==> config.mk <==
export PLATFORM = sky130hd
export DESIGN_NAME = riscv_core_icache_axi_rd_master
export DESIGN_NICKNAME = d
export VERILOG_FILES = /design/src/rtl/riscv_core_icache_axi_rd_master.sv
export SDC_FILE = /design/constraint.sdc
export NUM_CORES = 1
export LEC_CHECK = 0
export BUFFER_PORTS_ARGS = -buffer_cell sky130_fd_sc_hd__buf_4
export CAP_MARGIN = 20
export CORE_AREA = 5 5 157 159
export CTS_BUF_LIST = sky130_fd_sc_hd__clkbuf_4
export DETAILED_ROUTE_END_ITERATION = 16
export DIE_AREA = 0 0 162 164
export PLACE_DENSITY = 0.82
export SLEW_MARGIN = 0
export SYNTH_ARGS = -nofsm -noshare
export SYNTH_HDL_FRONTEND = slang
export SYNTH_SLANG_ARGS = --single-unit
==> constraint.sdc <==
create_clock -name i_clk -period 10.3 [get_ports i_clk]
set_clock_uncertainty 0.1 [all_clocks]
set_input_delay 0.515 -clock i_clk [delete_from_list [all_inputs] [get_ports i_clk]]
set_output_delay 0.515 -clock i_clk [all_outputs]
set_load 0.1 [all_outputs]
==> src/rtl/riscv_core_icache_axi_rd_master.sv <==
// Purpose : icache line-refill engine; one AXI4 INCR read burst per request,
//           beats assembled into a single cache line.
// Latency : request -> ARVALID 1 cycle; last accepted beat -> o_mem_done 1 cycle.
// Backpressure: ARVALID held with stable address until ARREADY; RREADY high for
//           the whole R phase (no R backpressure); one transaction in flight.
//
// Ports:
//   i_clk, i_rst              clock, asynchronous active-high reset
//   i_mem_req, i_addr         line-fill request level and miss address
//   o_mem_done, o_block       one-cycle done pulse and assembled line
//   o_bus_err                 fault flag, only ever high together with o_mem_done
//   o_ar*, i_arready          AXI4 read-address channel
//   i_r*, o_rready            AXI4 read-data channel
module riscv_core_icache_axi_rd_master #(
  parameter int ADDR_WIDTH     = 32,
  parameter int LINE_WIDTH     = 256,
  parameter int AXI_DATA_WIDTH = 64
) (
  input  logic                      i_clk,
  input  logic                      i_rst,
  input  logic                      i_mem_req,
  input  logic [ADDR_WIDTH-1:0]     i_addr,
  output logic                      o_mem_done,
  output logic [LINE_WIDTH-1:0]     o_block,
  output logic                      o_bus_err,
  output logic [ADDR_WIDTH-1:0]     o_araddr,
  output logic [7:0]                o_arlen,
  output logic [2:0]                o_arsize,
  output logic [1:0]                o_arburst,
  output logic                      o_arvalid,
  input  logic                      i_arready,
  input  logic [AXI_DATA_WIDTH-1:0] i_rdata,
  input  logic [1:0]                i_rresp,
  input  logic                      i_rlast,
  input  logic                      i_rvalid,
  output logic                      o_rready
);

  localparam int BEATS      = LINE_WIDTH / AXI_DATA_WIDTH;
  localparam int CNT_W      = (BEATS > 1) ? $clog2(BEATS) : 1;
  localparam int LINE_BYTES = LINE_WIDTH / 8;

  // Clears the byte-in-line offset bits so the burst starts on a line boundary.
  localparam logic [ADDR_WIDTH-1:0] LINE_MASK = ~(ADDR_WIDTH'(LINE_BYTES - 1));
  localparam logic [CNT_W-1:0]      LAST_BEAT = CNT_W'(BEATS - 1);

  typedef enum logic [1:0] {
    S_IDLE = 2'd0,
    S_AR   = 2'd1,
    S_R    = 2'd2,
    S_DONE = 2'd3
  } state_t;

  state_t           state;
  state_t           state_nxt;
  logic [CNT_W-1:0] beat_cnt;
  logic             line_full;   // last slot written; further beats are overflow
  logic             err_sticky;

  // Burst shape never changes: a full line of full-width beats.
  assign o_arlen   = 8'(BEATS - 1);
  assign o_arsize  = 3'($clog2(AXI_DATA_WIDTH / 8));
  assign o_arburst = 2'b01;

  // State register
  always_ff @(posedge i_clk or posedge i_rst) begin
    if (i_rst) begin
      state <= S_IDLE;
    end else begin
      state <= state_nxt;
    end
  end

  // Next-state logic
  always_comb begin
    state_nxt = state;
    case (state)
      S_IDLE: if (i_mem_req)           state_nxt = S_AR;
      S_AR:   if (i_arready)           state_nxt = S_R;
      // Only RLAST ends the burst; a missing RLAST parks here by design.
      S_R:    if (i_rvalid && i_rlast) state_nxt = S_DONE;
      S_DONE:                          state_nxt = S_IDLE;
      default:                         state_nxt = S_IDLE;
    endcase
  end

  // Outputs decoded from state (plus the registered error sticky), so no
  // input reaches an output combinationally.
  always_comb begin
    o_arvalid  = 1'b0;
    o_rready   = 1'b0;
    o_mem_done = 1'b0;
    o_bus_err  = 1'b0;
    case (state)
      S_AR:   o_arvalid = 1'b1;
      S_R:    o_rready  = 1'b1;
      S_DONE: begin
        o_mem_done = 1'b1;
        o_bus_err  = err_sticky;
      end
      default: ;
    endcase
  end

  // Datapath: address latch, beat assembly, error tracking.
  always_ff @(posedge i_clk or posedge i_rst) begin
    if (i_rst) begin
      o_araddr   <= '0;
      o_block    <= '0;
      beat_cnt   <= '0;
      line_full  <= 1'b0;
      err_sticky <= 1'b0;
    end else begin
      case (state)
        S_IDLE: begin
          if (i_mem_req) begin
            o_araddr   <= i_addr & LINE_MASK;
            beat_cnt   <= '0;
            line_full  <= 1'b0;
            err_sticky <= 1'b0;
          end
        end
        S_R: begin
          if (i_rvalid) begin
            if (line_full) begin
              // Beat beyond the line: drop the data, flag the burst.
              err_sticky <= 1'b1;
            end else begin
              o_block[beat_cnt*AXI_DATA_WIDTH +: AXI_DATA_WIDTH] <= i_rdata;
              if (beat_cnt == LAST_BEAT) begin
                line_full <= 1'b1;
              end else begin
                beat_cnt <= beat_cnt + 1'b1;
              end
            end
            if (i_rresp != 2'b00) begin
              err_sticky <= 1'b1;
            end
            // RLAST before the final slot means a short line.
            if (i_rlast && (beat_cnt != LAST_BEAT)) begin
              err_sticky <= 1'b1;
            end
          end
        end
        default: ;
      endcase
    end
  end

endmodule

==> impl_metrics.csv <==
group,metric,value,unit
routing,firstDrtPassIters,5,
layout,fillers,1558,
layout,finish.instance_area,15770,sq um
global_route,grt_pass1_wl,56700,um
power_and_ir_drop,p_leak,8.084,nW
routing,ant_nets,0,
sta,hold_viol,0,
routing,avgRoutedWirePerCell,22.03,um
logic_synthesis,synthAdderAreaFrac,1.147,%
sta,tightest_slew,946.3,ps
layout,postLayoutCoreUtil,68.22,%
logic_synthesis,synth.mux.area_fraction,3.074,%
logic_synthesis,yosys.area.top_type,"dfrtp_1",
hold_path,hp-start,"i_rresp[0]",
sta,hold_ws,253.5,ps
global_route,antenna_found_initial,1,
worst_setup_path,required,10750,ps
logic_synthesis,ys.warnings.count,0,
sta,slew_headroom,36.76,%
sta,worst_slack,7219,ps
clock_network,clk_latency,630,ps
logic_synthesis,synthCells,835,
place,place_ws,7235,ps
clock_network,htree_levels,3,
die,die_x,162,um
die,dieArea,26570,sq um
logic_synthesis,synth-simple-area-share,5.758,%
routing,vias,9412,
run,cap_violations,0,
worst_setup_path,cp_max_fo,33,
worst_setup_path,endpoint_kind,"flop",
die,row_count,56,
clock_network,cts.clk_slew.worst_paths,70,ps
global_route,grt_start_max_net_pins,161,
layout,syn2layout_area_growth,44.59,%
hold_path,holdPathEnd,"err_sticky",
sta,setup_viol,0,
logic_synthesis,async_flop_share,100.0,%
logic_synthesis,synth_common_cells,"dfrtp_1 (289), a22o_1 (192), nand2_1 (135)",
logic_synthesis,yosysMostFrequentCell,"dfrtp_1",
place,gp_congestion,0.8134,
power_and_ir_drop,power_density,308.3,nW/um^2
sta,fmax,0.3246,GHz
worst_setup_path,worstPathArrival,3530,ps
clock_network,post_cts_buffers,0,
power_and_ir_drop,vdd_drop_max,290.8,uV
routing,drt_iter0_drc,695,
sta,final-max-slew-violation-count,0,
global_route,grt_pass1_vias,10040,
logic_synthesis,syn-cell-area,10910,sq um
clock_network,cts_sinks,289,
hold_path,whs_path_depth,4,
logic_synthesis,synth_area_leaders,"dfrtp_1 (66%), a22o_1 (15%), nand2_1 (4.6%), mux2_2 (2.9%), o21ai_1 (2.5%)",
place,port-buffer-count,385,
logic_synthesis,synth_top_area_share,66.29,%
worst_setup_path,r2r_slack,7220,ps
logic_synthesis,synth.distinct_cells,33,
sta,rsz0062_at_grt,"false",
outcome,status,"finished, final reports clean",
worst_setup_path,critPathKind,"flop to flop",
global_route,grt_util_all_layers,27.21,%
clock_network,cts_tree,"yes",
worst_setup_path,rr_endpoint,"o_block[102]",
logic_synthesis,synth_flop_cell,"dfrtp_1",
sta,period_minus_slack,3081,ps
global_route,grt_overflow_total,0,
worst_setup_path,critPathLaunchType,"flop",
place,hpwlAfterDp,21850,um
place,dp.cells,1455,
worst_setup_path,reg2reg_from,"state[0]",
die,pin_count,409,
power_and_ir_drop,total_power,4.863,mW
hold_path,min_path_type,"input pin to flop",
logic_synthesis,synth-xor-area-share,0,%
routing,postRouteWirelength,36990,um
die,start_util,47.18,%
clock_network,cts_max_path_buffers,3,
worst_setup_path,reg2reg_depth,7,
logic_synthesis,synth_top_family_by_area,"compound AO/OA/AOI/OAI gates",
routing,via_per_inst,5.606,
routing,drc,0,
clock_network,cts_buffers,76,
die,core_area,23120,sq um
layout,nets,1452,
logic_synthesis,synth_edf_count,0,
logic_synthesis,synth-seq-cells,289,
logic_synthesis,ys_seq_area_share,66.29,%
place,placed_cell_area,13870,sq um
sta,finalCritPeriodShare,29.91,%
clock_network,clock-root-buffer,"clkbuf_4",
sta,finalSetupTns,0,ps
layout,layout.cells.non_filler,1679,
die,die_h,164,um
layout,drive_above_1_share,39.70,%
logic_synthesis,synth_compound_area_share,19.06,%
logic_synthesis,avgSynthCellArea,13.06,sq um
[cell usage in the layout (no fill, tap or decap), types with 2 or more instances in the layout]
cell,n
a21oi_1,2
a22o_1,192
buf_4,393
bufinv_16,2
clkbuf_4,102
clkinv_1,16
clkinv_2,3
clkinvlp_4,2
conb_1,18
dfrtp_1,289
dlygate4sd3_1,93
ha_1,10
inv_1,7
inv_2,2
mux2_2,28
mux2i_1,2
nand2_1,132
nand2_2,2
nand3_1,3
nor2_1,3
nor2_4,3
o21ai_0,5
o21ai_1,54
o21ai_2,6
[repair_timing]
| action | CTS | global route |
|---|---|---|
| hold endpoints to repair | 407 | 0 |
| resized for setup | 0 | 0 |
| hold buffers | 93 | 0 |
[cell type report]
class	count	area [sq um]	share of cell area, %
clock buffer	102	765.7	4.854
tap	290	362.8	2.300
multi-input combinational	474	3263	20.69
timing repair buffer	489	3944	25.00
inverter	8	37.54	0.2380
clock inverter	26	166.4	1.055
antenna	1	2.502	0.01586
sequential	289	7232	45.85
[registers in the layout (all words and copies together), names as in the netlist]
signal      flops
beat_cnt        2
o_araddr       27
o_block       256
state           2
err_sticky      1
line_full       1
[critical path, cell delays in order, from the launching register on]
cell and delay [ps]:
dfrtp_1 420, inv_1 110, ha_1 390, and3b_1 360, nand2_2 120, nor2_4 730
buf_4 550, a22o_1 220
[where the power goes]
group / switching [mW] / internal [mW] / leakage (nW) / total, mW
Combinational: 1.89 / 0.506 / 3.62 / 2.40
Clock: 0.472 / 0.512 / 0.547 / 0.984
Sequential: 0.138 / 1.34 / 3.92 / 1.48
[how the worst max path moves through the flow]
stage	start	to	slack, ps	depth (start not counted)
global route	state[0]	o_block[102]	7020	7
global placement	state[0]	o_block[97]	7330	7
detailed placement	state[0]	o_block[80]	7240	7
finish	state[0]	o_block[102]	7220	7
floorplan	i_rst	beat_cnt[0]	1710	1
CTS	state[0]	o_block[126]	7220	7
[layer usage]
| metal | track usage [%] | wire (um) | vias to the layer above | share of wire, % |
|---|---|---|---|---|
| met4 | 11.26 | 1124 | 0 | 3.0 |
| met3 | 8.331 | 3472 | 74 | 9.4 |
| met2 | 45.26 | 18280 | 568 | 49 |
| li1 | - | - | 4018 | - |
| met5 | 0 | 0 | - | 0 |
| met1 | 33.31 | 14120 | 4752 | 38 |
[cell families (layout without fill, tap and decap cells)]
kind of cell	Yosys count	count (layout)
flops	289	289
compound gates	263	263
simple gates	153	153
buf+inv	88	625
mux	30	30
fa+ha+maj	10	10
other cells	2	19
(Power assumes the default switching activity.)
